### config.mk
export PLATFORM = sky130hd
export DESIGN_NAME = cache_refill_controller
export DESIGN_NICKNAME = d
export VERILOG_FILES = /design/src/rtl/cache_refill_controller.sv
export SDC_FILE = /design/constraint.sdc
export NUM_CORES = 1
export LEC_CHECK = 0
export CAP_MARGIN = 20
export CORE_AREA = 2 2 158 160
export DETAILED_ROUTE_END_ITERATION = 8
export DIE_AREA = 0 0 160 162
export PLACE_DENSITY = 0.77
export SLEW_MARGIN = 0
export SYNTH_ARGS = -nofsm -noshare
export SYNTH_HDL_FRONTEND = slang
export SYNTH_SLANG_ARGS = --single-unit
### constraint.sdc
create_clock -name clock -period 4.7 [get_ports clock]
set_input_delay 0.47 -clock clock [delete_from_list [all_inputs] [get_ports clock]]
set_output_delay 0.47 -clock clock [all_outputs]
set_load 0.03 [all_outputs]
### src/rtl/cache_refill_controller.sv
// Refill sequencer for a direct-mapped 1024 x 128-bit cache serving one CPU requester.
// Latency: hit -> cpu_ready 2 cycles after acceptance; miss -> 3 + W cycles (W = MEM_WAIT cycles).
// Backpressure: one request in flight; cpu_read only sampled in IDLE, requester holds it until cpu_ready.
// Ports:
//   clock, reset                      : system clock, synchronous active-high reset
//   cpu_read/cpu_address              : CPU request in
//   cpu_ready/cpu_data/cpu_error      : CPU response (one-cycle ready pulse, data held)
//   cache_address/cache_hit/cache_out : cache lookup
//   cache_fill/cache_fill_data        : cache line write
//   mem_read/mem_address/mem_ready/mem_data : memory block fetch
//   hit_count/miss_count              : saturating statistics
module cache_refill_controller #(
  parameter int ADDR_W      = 15,
  parameter int MEM_TIMEOUT = 64,
  parameter int CNT_W       = 16
) (
  input  logic              clock,
  input  logic              reset,
  input  logic              cpu_read,
  input  logic [ADDR_W-1:0] cpu_address,
  output logic              cpu_ready,
  output logic [31:0]       cpu_data,
  output logic              cpu_error,
  output logic [ADDR_W-1:0] cache_address,
  input  logic              cache_hit,
  input  logic [31:0]       cache_out,
  output logic              cache_fill,
  output logic [127:0]      cache_fill_data,
  output logic              mem_read,
  output logic [ADDR_W-1:0] mem_address,
  input  logic              mem_ready,
  input  logic [127:0]      mem_data,
  output logic [CNT_W-1:0]  hit_count,
  output logic [CNT_W-1:0]  miss_count
);

  localparam int TMO_W = (MEM_TIMEOUT > 1) ? $clog2(MEM_TIMEOUT) : 1;
  localparam logic [TMO_W-1:0] TMO_LAST = TMO_W'(MEM_TIMEOUT - 1);

  typedef enum logic [2:0] {
    S_IDLE,
    S_COMPARE,
    S_MEM_WAIT,
    S_REFILL,
    S_DONE
  } state_t;

  state_t             state;
  state_t             state_nxt;
  logic [ADDR_W-1:0]  addr_q;
  logic [127:0]       fill_buf;
  logic [TMO_W-1:0]   tmo_cnt;
  logic               tmo_last;
  logic [6:0]         word_lsb;

  assign tmo_last = (tmo_cnt == TMO_LAST);
  // Bit offset of the requested word inside a 128-bit block.
  assign word_lsb = {addr_q[1:0], 5'd0};

  // State register
  always_ff @(posedge clock) begin
    if (reset) begin
      state <= S_IDLE;
    end else begin
      state <= state_nxt;
    end
  end

  // Next-state logic; returned data takes priority over an expiring timeout.
  always_comb begin
    state_nxt = state;
    case (state)
      S_IDLE:     if (cpu_read) state_nxt = S_COMPARE;
      S_COMPARE:  state_nxt = cache_hit ? S_DONE : S_MEM_WAIT;
      S_MEM_WAIT: begin
        if (mem_ready) begin
          state_nxt = S_REFILL;
        end else if (tmo_last) begin
          state_nxt = S_DONE;
        end
      end
      S_REFILL:   state_nxt = S_DONE;
      S_DONE:     state_nxt = S_IDLE;
      default:    state_nxt = S_IDLE;
    endcase
  end

  // Control outputs decoded from the registered state only, so they cannot glitch.
  always_comb begin
    cpu_ready  = 1'b0;
    mem_read   = 1'b0;
    cache_fill = 1'b0;
    case (state)
      S_MEM_WAIT: mem_read   = 1'b1;
      S_REFILL:   cache_fill = 1'b1;
      S_DONE:     cpu_ready  = 1'b1;
      default:    ;
    endcase
  end

  assign cache_address   = addr_q;
  assign mem_address     = {addr_q[ADDR_W-1:2], 2'b00};
  assign cache_fill_data = fill_buf;

  // Datapath: request address, fill buffer, response registers, counters.
  always_ff @(posedge clock) begin
    if (reset) begin
      addr_q     <= '0;
      fill_buf   <= '0;
      tmo_cnt    <= '0;
      cpu_data   <= '0;
      cpu_error  <= 1'b0;
      hit_count  <= '0;
      miss_count <= '0;
    end else begin
      case (state)
        S_IDLE: begin
          if (cpu_read) addr_q <= cpu_address;
        end
        S_COMPARE: begin
          if (cache_hit) begin
            cpu_data  <= cache_out;
            cpu_error <= 1'b0;
            if (hit_count != '1) hit_count <= hit_count + CNT_W'(1);
          end else begin
            if (miss_count != '1) miss_count <= miss_count + CNT_W'(1);
            tmo_cnt <= '0;
          end
        end
        S_MEM_WAIT: begin
          if (mem_ready) begin
            fill_buf  <= mem_data;
            cpu_data  <= mem_data[word_lsb +: 32];
            cpu_error <= 1'b0;
          end else if (tmo_last) begin
            cpu_data  <= '0;
            cpu_error <= 1'b1;
          end else begin
            tmo_cnt <= tmo_cnt + TMO_W'(1);
          end
        end
        default: ;
      endcase
    end
  end

endmodule

; Word level (Yosys, flattened, before mapping)
; Index checks and enable logic that the tools add are counted.
[totals]
reg_bits = 217
word_cells = 55
input_bits = 180
out_inout_bits = 226
[classes]
n_bitwise = 1
reduce_logical = 9
shift = 1
mux = 20
addsub = 3
n_eq_ne = 13
[ops]
columns = operator, n
row1 = $shiftx A128 B8 Y32, 1
row2 = $mux W32, 3
row3 = $pmux W32 S2, 1
row4 = $add A16 B1 Y16 const B, 2
row5 = $ne A16 B16 Y1 const B, 2
row6 = $mux W6, 3
row7 = $mux W3, 4
row8 = $pmux W3 S4, 1
row9 = $pmux W6 S2, 1
row10 = $ne A2 B2 Y1 const B, 5
row11 = $reduce_and A3 Y1, 3
row12 = $add A6 B1 Y6 const B, 1
row13 = $eq A3 B2 Y1 const B, 2
row14 = $eq A6 B6 Y1 const B, 1
row15 = $mux W1, 6
row16 = $reduce_and A2 Y1, 3
row17 = $reduce_and A4 Y1, 1
row18 = $eq A3 B1 Y1 const B, 1
row19 = $eq A3 B3 Y1 const B, 1
row20 = $logic_not A3 Y1, 1
row21 = $ne A3 B3 Y1 const B, 1
row22 = $pmux W1 S2, 1
row23 = $reduce_bool A2 Y1, 1
row24 = $not A1 Y1, 1

; Depth between registers and ports, before layout
[depth]
depth_word = 4
mapped_depth = 7
ltp_nobuf = 5

; Worst setup path after synthesis
; OpenSTA, ideal clock, no wires.
[synth_path]
kind = register -> register
from = reg addr_q[0], in the netlist cache_address[0]
to = reg cpu_data[10]
arrival_time_ps = 2073
stages_incl_launch_ff = 6
setup_slack_ps = 2485
setup_time_ps = 142
synth_period_minus_slack_ps = 2215
n_path_buf = 2
t_required_ps = 4558
path_cell_list = dfxtp_1 -> buf_2 -> buf_1 -> mux4_2 -> a22oi_1 -> a311oi_1
[synth_between]
elab_chain_cells = 3
[synth_rtl]
columns = element, line_no
row1 = from (decl), 50  ; logic [ADDR_W-1:0] addr_q;
row2 = from (signal assigned), 118  ; if (cpu_read) addr_q <= cpu_address;
row3 = $shiftx A128 B8 Y32, 133  ; cpu_data <= mem_data[word_lsb +: 32];
row4 = $mux W32, 131  ; if (mem_ready) begin
row5 = $pmux W32 S2, 116  ; case (state)
row6 = to (signal assigned), 122  ; cpu_data <= cache_out;
row7 = to (signal assigned), 133
row8 = to (decl), 22  ; output logic [31:0] cpu_data,
; No other way between the ends.
; A chain may end at the register's enable or synchronous reset.

; Worst setup path in the final report
[layout_path]
from = reg state[1]
to = out mem_read
[layout_between]
elab_chain_cells = 2
[layout_rtl]
columns = element, line_no
row1 = from (decl), 48  ; state_t state;
row2 = from (signal assigned), 65  ; state <= state_nxt;
row3 = $eq A3 B2 Y1, 93  ; case (state)
row4 = $mux W1, 93
row5 = to (decl), 29  ; output logic mem_read,
; No other way between the ends.

==> run_results.csv <==
group,metric,value,unit
clocking,clk_pin_slew,0.06,ns
synthesis,avgSynthCellArea,8.47,µm²
global_routing,grt_usage,24.4,%
synthesis,synthTopCellsByArea,"dfxtp_1 46%, nand2_1 12%, a21oi_1 11%",
worst_setup_path,r2r_start,"state[0]",
placed_design,gp_congestion,0.874,
synthesis,syn_inst,1104,
placed_design,dp_hpwl,23700,µm
global_routing,grt_antenna_before_repair,4,
synthesis,yosys.area.top_type,"dfxtp_1",
synthesis,yosysWarningCount,0,
clocking,cts_buffers,25,
synthesis,ys.flop_type,"dfxtp_1",
synthesis,async_reset_ff_share,0,%
worst_setup_path,worstSetupPathType,"flop to primary output",
timing,finalHoldViolCount,0,
worst_setup_path,start_kind,"flop",
timing,setup_viol,0,
timing,skew,0.0122,ns
synthesis,synth_top_family_by_area,"compound AO/OA/AOI/OAI gates",
route,ant_nets,0,
min_path,hold_class,"flop to flop",
finish,fill_cells,2173,
synthesis,ys_seq_area_share,46.4,%
worst_setup_path,endpoint,"mem_read",
clocking,cts_tree,"done",
global_routing,grt_max_degree,113,
clocking,holdBufCountCts,0,
power_and_ir_drop,power.leakage,4.67,nW
global_routing,grt_pass1_wl,50500,µm
worst_setup_path,reg2reg_depth,6,
global_routing,top_usage_layer,"met2",
clocking,cts-root-buf,"clkbuf_16",
synthesis,synth_edf_count,0,
worst_setup_path,crit_chain,"or3b_2 > inv_1 > clkdlybuf4s50_1",
route,first_pass_iters,6,
placed_design,io_buffers,403,
synthesis,synth_area,0.00935,mm²
synthesis,yosys.cell_count.top_type,"nand2_1",
power_and_ir_drop,powerDensity,325,mW/mm²
power_and_ir_drop,total_power,4.65,mW
synthesis,synth_mux_area_share,8.88,%
synthesis,synth_simple_gate_area_share,18.9,%
flow_run,cap_violations,0,
synthesis,synth_compound_area_share,19.5,%
floorplan,die_h,162,µm
timing,fmax,0.280,GHz
route,vias_per_cell,5.39,
finish,area_growth,53.0,%
synthesis,synth_seq_cells,217,
floorplan,start_util,38.8,%
worst_setup_path,crit_fanout,38,
clocking,clockBufferDepth,3,
timing,holdWs,0.453,ns
timing,worst_slew_pin_slew,1.07,ns
clocking,cts-resized-gates,0,
synthesis,synth.top_cell.area_share,46.4,%
global_routing,use_met3,7.02,%
route,wirelength,33900,µm
clocking,cts_max_level,1,
global_routing,use_met2,42.0,%
timing,rsz0062_at_grt,"false",
clocking,clk_latency,0.51,ns
global_routing,grt_pass1_vias,9204,
global_routing,grtUsageMet1,29.0,%
timing,period_share,75.9,%
placed_design,place_area,0.0134,mm²
timing,fin_crit,3.57,ns
timing,finalMaxSlewViolations,0,
synthesis,synth_cell_types,48,
route,drc,0,
worst_setup_path,critPathRequiredTime,4.23,ns
worst_setup_path,worst_ep_arrival_time,3.10,ns
finish,layout.nets,1621,
timing,setup_tns,0,ns
clocking,post_cts_buffers,0,
floorplan,fp-row-count,57,
worst_setup_path,cpPeakStageDelay,0.88,ns
clocking,cts.sinks,217,
worst_setup_path,end_kind,"primary output",
power_and_ir_drop,irDropWorstVdd,0.000216,V
worst_setup_path,worstReg2RegEnd,"cache_fill_data[36]",
synthesis,synth_fa_ha_area_share,0.401,%
synthesis,synthXorXnorAreaFrac,0.187,%
worst_setup_path,r2r_setup_slack,1.36,ns
route,vias,9622,
worst_setup_path,crit_slowest_cell,"or3b_2",
finish,drive_gt1_share,7.42,%
worst_setup_path,startpoint,"state[1]",
route,drt-wirelength-per-cell,19.0,µm
route,drt_iter0_drc,702,
floorplan,coreArea,0.0241,mm²
floorplan,io_pins,406,
timing,maxSlewHeadroom,28.6,%
synthesis,synth_commonest_cells,"306 x nand2_1, 217 x dfxtp_1, 204 x a21oi_1",
global_routing,grt_remaining_overflow,0,
floorplan,die_w,160,µm
floorplan,dieArea,0.0259,mm²
finish,design_area,0.0143,mm²
status,status,"complete, no violations",
## routing by layer
metal / routed length (µm) / up-vias
met5: 0 / -
met4: 1160 / 0
met3: 2880 / 83
met2: 16500 / 425
met1: 13300 / 4546
li1: - / 4568
## layout by cell type, fill, tap and decap left out, types with 11 or more instances in the layout
cell | netlist | routed
a21oi_1 | 204 | 204
a22oi_1 | 32 | 32
a311oi_1 | 33 | 33
buf_4 | 15 | 11
clkbuf_16 | 0 | 25
clkdlybuf4s50_1 | 0 | 402
dfxtp_1 | 217 | 215
inv_1 | 12 | 11
mux4_2 | 32 | 32
nand2_1 | 306 | 305
nand3_1 | 20 | 20
nor2_1 | 23 | 22
o21ai_0 | 11 | 11
or4_1 | 12 | 12
## registers in the layout, indices dropped and copies added, names as in the netlist
register / cells
cache_address: 15
cache_fill_data: 128
cpu_data: 32
cpu_error: 1
hit_count: 16
miss_count: 16
state: 3
tmo_cnt: 6
## critical path, delay by kind of cell (launching register included)
kind | cells | cell delay [ns]
flops | 1 | 0.56
simple gates | 1 | 0.88
buf+inv | 2 | 1.13
## how the worst min path moves through the flow
stage | startpoint | end | cells after the start
2_1_floorplan | tmo_cnt[1] | tmo_cnt[1] | 2
5_1_grt | cache_fill_data[15] | cache_fill_data[15] | 2
3_3_place_gp | cache_fill_data[15] | cache_fill_data[15] | 2
4_1_cts | cache_fill_data[81] | cache_fill_data[81] | 2
6_report | cache_fill_data[79] | cache_fill_data[79] | 2
3_5_place_dp | cache_fill_data[27] | cache_fill_data[27] | 2
## power breakdown
part	total, mW	switching [mW]	internal (mW)
combinational	0.647	0.327	0.320
sequential	1.93	0.0462	1.88
clock	2.08	0.783	1.29
total	4.65	1.16	3.50
## layout make-up
cell class | count | area [µm²] | share of cell area, %
Antenna cell | 5 | 12.5 | 0.0874
Clock buffer | 31 | 678 | 4.74
Clock inverter | 13 | 196 | 1.37
Inverter | 12 | 45.0 | 0.315
Multi-Input combinational cell | 768 | 4510 | 31.5
Sequential cell | 217 | 4350 | 30.4
Tap cell | 324 | 405 | 2.83
Timing Repair Buffer | 414 | 4120 | 28.8
## cells by family after synthesis
group | after synthesis
AND/OR/NAND/NOR | 411
multiplexers | 42
adder cells (fa/ha/maj) | 3
flip-flops | 217
other | 1
XOR/XNOR | 2
AO/OA/AOI/OAI | 308
buffers and inverters | 120
## stage by stage
stage | utilization [%] | instances | worst slack (ns)
floorplan | - | 1105 | 2.49
global placement | 55.7 | 1735 | 1.55
detailed placement | 55.7 | 1735 | 1.43
CTS | 59.3 | 1779 | 1.13
global route | 59.4 | 1782 | 0.995
finish | 59.4 | 1784 | 1.13
(Power assumes the default switching activity.)
